===== src/rtl/quake_sta_lta_trigger.sv =====
// STA/LTA seismic trigger over |x|+|y|+|z|; state and alarm update 3 cycles after i_valid.
// No backpressure: a sample may arrive on every cycle and none is dropped.
module quake_sta_lta_trigger #(
    parameter int unsigned STA_SHIFT      = 3,
    parameter int unsigned LTA_SHIFT      = 7,
    parameter int unsigned RATIO_SHIFT    = 2,
    parameter logic [23:0] MIN_LEVEL      = 24'd50,
    parameter int unsigned WARMUP_SAMPLES = 256,
    parameter int unsigned HOLD_SAMPLES   = 128
) (
    input  logic        i_clk,
    input  logic        i_rst,
    input  logic        i_valid,
    input  logic [23:0] i_xdata,
    input  logic [23:0] i_ydata,
    input  logic [23:0] i_zdata,
    input  logic        i_accept,
    output logic        o_alarm,
    output logic [1:0]  o_state,
    output logic [23:0] o_sta,
    output logic [23:0] o_lta
);

    localparam int unsigned SW  = 24 + STA_SHIFT;
    localparam int unsigned LW  = 24 + LTA_SHIFT;
    localparam int unsigned WCW = $clog2(WARMUP_SAMPLES + 1);
    localparam int unsigned HCW = $clog2(HOLD_SAMPLES + 1);
    localparam logic [WCW-1:0] WARM_LAST = WCW'(WARMUP_SAMPLES - 1);
    localparam logic [HCW-1:0] HOLD_LAST = HCW'(HOLD_SAMPLES - 1);
    localparam logic [WCW-1:0] WARM_ONE  = WCW'(1);
    localparam logic [HCW-1:0] HOLD_ONE  = HCW'(1);

    typedef enum logic [1:0] {
        ST_WARMUP = 2'd0,
        ST_ARMED  = 2'd1,
        ST_TRIG   = 2'd2,
        ST_HOLD   = 2'd3
    } state_t;

    function automatic logic [23:0] abs24(input logic [23:0] v);
        abs24 = v[23] ? (~v + 24'd1) : v;
    endfunction

    // Stage 1: magnitude
    logic [25:0] m_sum;
    logic [23:0] m_sat;
    logic [23:0] m_q;
    logic        v1_q;

    assign m_sum = {2'b00, abs24(i_xdata)} + {2'b00, abs24(i_ydata)} + {2'b00, abs24(i_zdata)};
    assign m_sat = (m_sum[25:24] != 2'b00) ? 24'hFFFFFF : m_sum[23:0];

    // Stage 2: averages. acc - (acc >> S) + m is bounded by (2^24-1) << S, so it never wraps.
    logic [SW-1:0] acc_sta_q, acc_sta_d;
    logic [LW-1:0] acc_lta_q, acc_lta_d;
    logic          v2_q;
    logic          lta_frozen;

    assign acc_sta_d = acc_sta_q - (acc_sta_q >> STA_SHIFT) + {{STA_SHIFT{1'b0}}, m_q};
    assign acc_lta_d = acc_lta_q - (acc_lta_q >> LTA_SHIFT) + {{LTA_SHIFT{1'b0}}, m_q};

    assign o_sta = acc_sta_q[SW-1:STA_SHIFT];
    assign o_lta = acc_lta_q[LW-1:LTA_SHIFT];

    // Stage 3: trigger FSM
    state_t         state_q, state_d;
    logic           alarm_q, alarm_d;
    logic [WCW-1:0] warm_cnt_q, warm_cnt_d;
    logic [HCW-1:0] hold_cnt_q, hold_cnt_d;
    logic [25:0]    lta_scaled;
    logic           trig;

    assign lta_frozen = (state_q == ST_TRIG) || (state_q == ST_HOLD);
    assign lta_scaled = {2'b00, o_lta} << RATIO_SHIFT;
    assign trig       = ({2'b00, o_sta} >= lta_scaled) && (o_sta >= MIN_LEVEL);

    always_ff @(posedge i_clk) begin
        if (i_rst) begin
            v1_q      <= 1'b0;
            v2_q      <= 1'b0;
            m_q       <= '0;
            acc_sta_q <= '0;
            acc_lta_q <= '0;
        end else begin
            v1_q <= i_valid;
            v2_q <= v1_q;
            if (i_valid) begin
                m_q <= m_sat;
            end
            if (v1_q) begin
                acc_sta_q <= acc_sta_d;
                if (!lta_frozen) begin
                    acc_lta_q <= acc_lta_d;
                end
            end
        end
    end

    always_ff @(posedge i_clk) begin
        if (i_rst) begin
            state_q    <= ST_WARMUP;
            alarm_q    <= 1'b0;
            warm_cnt_q <= '0;
            hold_cnt_q <= '0;
        end else begin
            state_q    <= state_d;
            alarm_q    <= alarm_d;
            warm_cnt_q <= warm_cnt_d;
            hold_cnt_q <= hold_cnt_d;
        end
    end

    always_comb begin
        state_d    = state_q;
        alarm_d    = alarm_q;
        warm_cnt_d = warm_cnt_q;
        hold_cnt_d = hold_cnt_q;
        case (state_q)
            ST_WARMUP: begin
                if (v2_q) begin
                    if (warm_cnt_q == WARM_LAST) begin
                        state_d = ST_ARMED;
                    end else begin
                        warm_cnt_d = warm_cnt_q + WARM_ONE;
                    end
                end
            end
            ST_ARMED: begin
                if (v2_q && trig) begin
                    state_d = ST_TRIG;
                    alarm_d = 1'b1;
                end
            end
            ST_TRIG: begin
                if (i_accept) begin
                    state_d    = ST_HOLD;
                    alarm_d    = 1'b0;
                    hold_cnt_d = '0;
                end
            end
            ST_HOLD: begin
                if (v2_q) begin
                    if (hold_cnt_q == HOLD_LAST) begin
                        state_d    = ST_ARMED;
                        hold_cnt_d = '0;
                    end else begin
                        hold_cnt_d = hold_cnt_q + HOLD_ONE;
                    end
                end
            end
            default: begin
                state_d = ST_WARMUP;
                alarm_d = 1'b0;
            end
        endcase
    end

    assign o_alarm = alarm_q;
    assign o_state = state_q;

endmodule

===== config.mk =====
export PLATFORM = sky130hd
export DESIGN_NAME = quake_sta_lta_trigger
export DESIGN_NICKNAME = d
export VERILOG_FILES = /design/src/rtl/quake_sta_lta_trigger.sv
export SDC_FILE = /design/constraint.sdc
export NUM_CORES = 1
export LEC_CHECK = 0
export CAP_MARGIN = 5
export CORE_UTILIZATION = 60
export CTS_CLUSTER_SIZE = 14
export DETAILED_ROUTE_END_ITERATION = 16
export PLACE_DENSITY = 0.81
export RECOVER_POWER = 25
export SYNTH_ARGS = -nofsm -noshare
export SYNTH_HDL_FRONTEND = slang
export SYNTH_SLANG_ARGS = --single-unit

===== constraint.sdc =====
create_clock -name i_clk -period 7.4 [get_ports i_clk]
set_input_delay 1.11 -clock i_clk [delete_from_list [all_inputs] [get_ports i_clk]]
set_output_delay 1.11 -clock i_clk [all_outputs]
set_load 0.005 [all_outputs]

Word level (Yosys, flattened, before mapping). Cells that the tools add are included.

$add $sub $neg: 11. Order comparisons: 2. Eq/ne operators: 11. Muxes and demuxes: 18. Bitwise logic cells: 5. Reduce and logical (&&, ||, !) cells: 12.

Operators by type and width (count): 2-to-1 mux 24 bit (4); adder 24 x 1 -> 24 bit (second input constant) (3); inverter 24 bit (3); adder 31 x 24 -> 31 bit (1); subtractor 31 x 24 -> 31 bit (1); adder 27 x 24 -> 27 bit (1); subtractor 27 x 24 -> 27 bit (1); adder 25 x 24 -> 26 bit (1); >= comparator 24 x 26 -> 1 bit (1); adder 24 x 24 -> 25 bit (1); >= comparator 24 x 6 -> 1 bit (second input constant) (1); 2-to-1 mux 8 bit (3); one-hot mux 8 bit (2 select lines) (1); 2-to-1 mux 2 bit (6); inequality test 2 bit (second input constant) (5); adder 9 x 1 -> 9 bit (second input constant) (1); equality test 9 x 8 -> 1 bit (second input constant) (1); AND reduction 3 bit (3); adder 8 x 1 -> 8 bit (second input constant) (1); equality test 8 x 7 -> 1 bit (second input constant) (1); one-hot mux 2 bit (4 select lines) (1); AND reduction 6 bit (1); nonzero test 2 bit (3); equality test 2 bit (second input constant) (2); other kinds (9) (12).

Register bits after elaboration: 104. Input bits: 76. Output and inout port bits: 51. Logic and storage cells: 68.

Depth between registers and ports, before layout.
Depth in word-level cells: 7. Gate-level depth with buffers: 20. Gate-level depth less buffers: 18.

Least setup slack after synthesis. No wires, ideal clock.

Kind: input -> register. Start point: in i_ydata[5]. End point: reg m_q[16]. Library setup time: 0.147 ns. Data arrival time: 6.077 ns. Required time: 7.253 ns. Path slack: 1.177 ns. Stages on the path: 20. Path buffers: 2. Cell sequence: or4_4 -> or4_4 -> or2_4 -> or4_4 -> or4_4 -> o31ai_2 -> xor2_1 -> fa_1 -> inv_1 -> ha_1 -> inv_1 -> o21bai_1 -> a21o_1 -> a21o_1 -> a211oi_1 -> o2bb2ai_1 -> clkbuf_1 -> nor2_1 -> clkbuf_1 -> a2111oi_0.

Word-level cells in the longest chain between the ends: 7.

RTL lines: start, declared (line 15) `input logic [23:0] i_ydata,`; inverter 24 bit (line 41) `abs24 = v[23] ? (~v + 24'd1) : v;`; adder 24 x 1 -> 24 bit (line 41); 2-to-1 mux 24 bit (*) (line 41); adder 24 x 24 -> 25 bit (*) (line 50) `assign m_sum = {2'b00, abs24(i_xdata)} + {2'b00, abs24(i_ydata)} + {2'b00, abs24(i_zdata)};`; adder 25 x 24 -> 26 bit (*) (line 50); nonzero test 2 bit (line 51) `assign m_sat = (m_sum[25:24] != 2'b00) ? 24'hFFFFFF : m_sum[23:0];`; 2-to-1 mux 24 bit (*) (line 51); end signal, assigned (line 88) `m_q <= m_sat;`; end, declared (line 47) `logic [23:0] m_q;`.

Every way passes the cells marked *; elsewhere a longest branch is shown, timed or not. A chain may end at the register's enable or synchronous reset.

Worst setup path in the final report.
Start point: in i_ydata[3]. End point: reg m_q[2].

Word-level cells in the longest chain between the ends: 7.

RTL lines (line): inverter 24 bit (41); adder 24 x 1 -> 24 bit (41); 2-to-1 mux 24 bit (*) (41); adder 24 x 24 -> 25 bit (*) (50); adder 25 x 24 -> 26 bit (*) (50); nonzero test 2 bit (*) (51); 2-to-1 mux 24 bit (*) (51).

Marked as above.

==> summary.txt <==
Least-Margin Pin Slew: 2640 ps
vias in the first global route: 10600
synthesized instance count: 1575
Final Hold Viols: 0
leakage dissipation: 6.23 nW
switching share of power: 49.9%
clock transition at the registers of the reported paths: 70 ps
Slew Limit Headroom: -75.8%
Synth cell types: 76
Synth warnings: 0
Worst Hold Class: reg2reg
critical path class: in2reg
CP required: 7620 ps
DR pass1 iterations: 5
Nets: 1900
internal power: 3.37 mW
delay of the slowest critical-path stage: 530 ps
Clock Tree Buf Depth: 2
clk_skew: 7.93 ps
failing checks: capacitance limit, slew limit
Max Slew Vio Count: 114
type of origin of the critical path: input port
Final period util: 91.3%
Root Buffer: clkbuf_16
EDFF count, synth: 0
Top FF cell, synth: dfxtp_1
Total Power: 6.73 mW
pre-CTS setup slack: 290 ps
Mapped Area: 12500 um^2
crit-path most repeated cell: or4_4
post-DP HPWL: 24.3 mm
Synth Net Count: 1842
Worst-Skew Late Latency: 360 ps
Via Count: 11100
R2R setup slack: 3240 ps
post-route cell area: 13900 um^2
Max Cap Viol: 2
CTS Hold Buffers Added: 0
worst vdd ir: 210 uV
antenna violations before repair: 0
status: finished with violations
min Tclk post-route: 6760 ps
overall die width: 146 um
core footprint: 20400 um^2
layout cells sized above 1: 2.93%
final worst setup slack: 644 ps
Comb power frac: 78.7%
vias per cell: 5.83
crit-path max FO: 20
Routed WL: 30.1 mm
CP max stage cell: or4_4
io pins: 127
critical-path cell list: clkdlybuf4s50_1 -> or4_4 -> or4_4 -> or2_4 -> or4_4 -> or4_4 -> o21ai_1 -> xor2_1 -> fa_1 -> inv_1 -> ha_1 -> a21oi_1 -> o21bai_1 -> a21o_1 -> a21o_1 -> a211oi_1 -> o2bb2ai_1 -> o2111a_1 -> a2111oi_0
setup bufs post-CTS: 0
crit end category: flop
DRC errors left: 0
f_max: 0.148 GHz
Initial DRC Count: 542
Num CTS Buffers: 9
Total GRT Usage: 28.5%
Reg power frac: 13.8%
Reg2Reg Capture Point: acc_lta_q[17]
Placed Area: 13700 um^2
Hold Crit Start: acc_lta_q[2]
Arr. time, crit path: 6980 ps
Area growth syn-to-layout: 11.5%
endpoints failing setup: 0
reg2reg path depth: 12
setup_tns: 0 ps
worst r2r src: acc_lta_q[7]
Avg WL per Cell: 15.8 um
Clock power frac: 7.5%
CTS tree: yes
Synth async-reset ratio: 0%
largest net degree at the start of global routing: 58
starting density of the core: 61.4%
Avg Inst Size Synth: 7.94 um^2
Core Rows: 52
#FFs+latches synth: 104
number of port buffers: 126
unrepaired setup endpoints after global routing: false
clock sinks: 104
Hold Path Cell Cnt: 2
post-cts resize count: 0
Hold Crit Endpoint: acc_lta_q[2]
first-pass GRT wire length: 50.1 mm
PwrDens: 483 nW/um^2
# diodes: 0
die footprint: 21400 um^2
grt total ovfl: 0
H-tree levels: 3
GP Congestion: 0.956
post-synthesis sequential area ratio: 16.6%
Detail Route Antenna Nets: 0
die height: 146 um
NetSw: 3.36 mW
==> kinds of logic after synthesis <==
family	synth area share, %
and+or+nand+nor	17.7
AOI/OAI and AO/OA	20.6
buffers and inverters	11.6
adders and majority gates	23.5
xor gates and xnor gates	7.98
DFF	16.7
muxes	1.94
==> routing by layer <==
metal | part of all wire (%) | up-vias | GRT usage [%]
met5 | 0 | - | 0
met2 | 47 | 410 | 48.7
li1 | - | 5502 | -
met3 | 6.1 | 55 | 3.72
met4 | 2.6 | 0 | 9.90
met1 | 44 | 5154 | 37.1
==> cell usage in the layout, fill, tap and decap left out, types with 7 or more instances in the layout <==
master / count
nand2_1: 91
o21ai_1: 12
a21o_1: 47
dfxtp_1: 104
mux2i_1: 22
a211oi_1: 24
nor4b_1: 7
a31oi_1: 12
ha_1: 118
dlygate4sd3_1: 16
xnor2_1: 35
or2_2: 7
nor4_1: 8
clkbuf_16: 9
nand3_1: 29
clkdlybuf4s50_1: 109
xor2_1: 79
o211ai_1: 10
nand2b_1: 20
nor2_1: 106
or3_1: 25
nand4_1: 10
o21a_1: 19
or4_1: 9
nor2b_1: 16
nor3b_1: 10
o31ai_1: 24
a21oi_1: 72
and3_1: 17
fa_1: 73
o41ai_1: 13
nand3b_1: 7
a2111oi_0: 12
a21boi_0: 8
o21ai_0: 64
nor3_1: 31
inv_1: 252
==> sequential cells by signal, summed over array words and instances, names as in the netlist <==
name,flops
v2_q,1
o_alarm,1
hold_cnt_q,8
warm_cnt_q,9
m_q,24
v1_q,1
acc_lta_q,31
acc_sta_q,27
o_state,2
==> power by group through the flow <==
stage               combinational (mW)  sequential, mW  clock [mW]
finish                            5.30           0.930       0.503
global route                      5.93           0.958       0.534
CTS                               5.25           0.930       0.513
detailed placement                5.18           0.944           0
global placement                  5.04           0.938           0
floorplan                         4.16           0.863           0
==> synth_stat cells, types with 22 or more instances <==
master | n | area (um^2)
nor2_1 | 106 | 398
o31ai_1 | 24 | 180
a21o_1 | 47 | 353
mux2i_1 | 22 | 220
buf_4 | 48 | 360
dfxtp_1 | 104 | 2080
xor2_1 | 79 | 692
ha_1 | 118 | 1480
clkbuf_1 | 28 | 105
xnor2_1 | 35 | 307
nor3_1 | 31 | 155
a211oi_1 | 24 | 180
nand2_1 | 91 | 342
fa_1 | 73 | 1460
a21oi_1 | 72 | 360
inv_1 | 252 | 946
or3_1 | 25 | 156
o21ai_0 | 64 | 320
nand3_1 | 29 | 145
==> critical path: cells and delay by family <==
family | cells | cell delay, ps
compound gates | 9 | 2160
simple gates | 5 | 2120
fa+ha+maj | 2 | 900
buf+inv | 2 | 530
xor+xnor | 1 | 130
==> stage by stage <==
step	util, %	hold slack (ps)	std cells
after floorplan	-	432	1575
after global placement	67.0	439	1892
after detailed placement	67.0	452	1892
after CTS	68.6	462	1908
after global routing	68.5	486	1908
final	68.5	460	1908
==> worst max-delay path by stage <==
stage               depth (start not counted)      end  slack (ps)  startpoint
floorplan                                  20  m_q[16]        1180  i_ydata[5]
global placement                           19   m_q[1]         490  i_ydata[5]
detailed placement                         19   m_q[1]         290  i_ydata[3]
CTS                                        19   m_q[1]         660  i_ydata[3]
global route                               19   m_q[2]         300  i_ydata[3]
finish                                     19   m_q[2]         640  i_ydata[3]
==> area by class of cell <==
| cell class | count | area, um^2 |
|---|---|---|
| fillers | 1697 | 6420 |
| clock inverters | 6 | 67.6 |
| clock buffers | 10 | 239 |
| inverters | 252 | 946 |
| multi-input cells | 1132 | 8970 |
| repair buffers | 134 | 1300 |
| flip-flops and latches | 104 | 2080 |
| well taps | 270 | 338 |
Note: power is estimated with default switching activity, not from simulation.
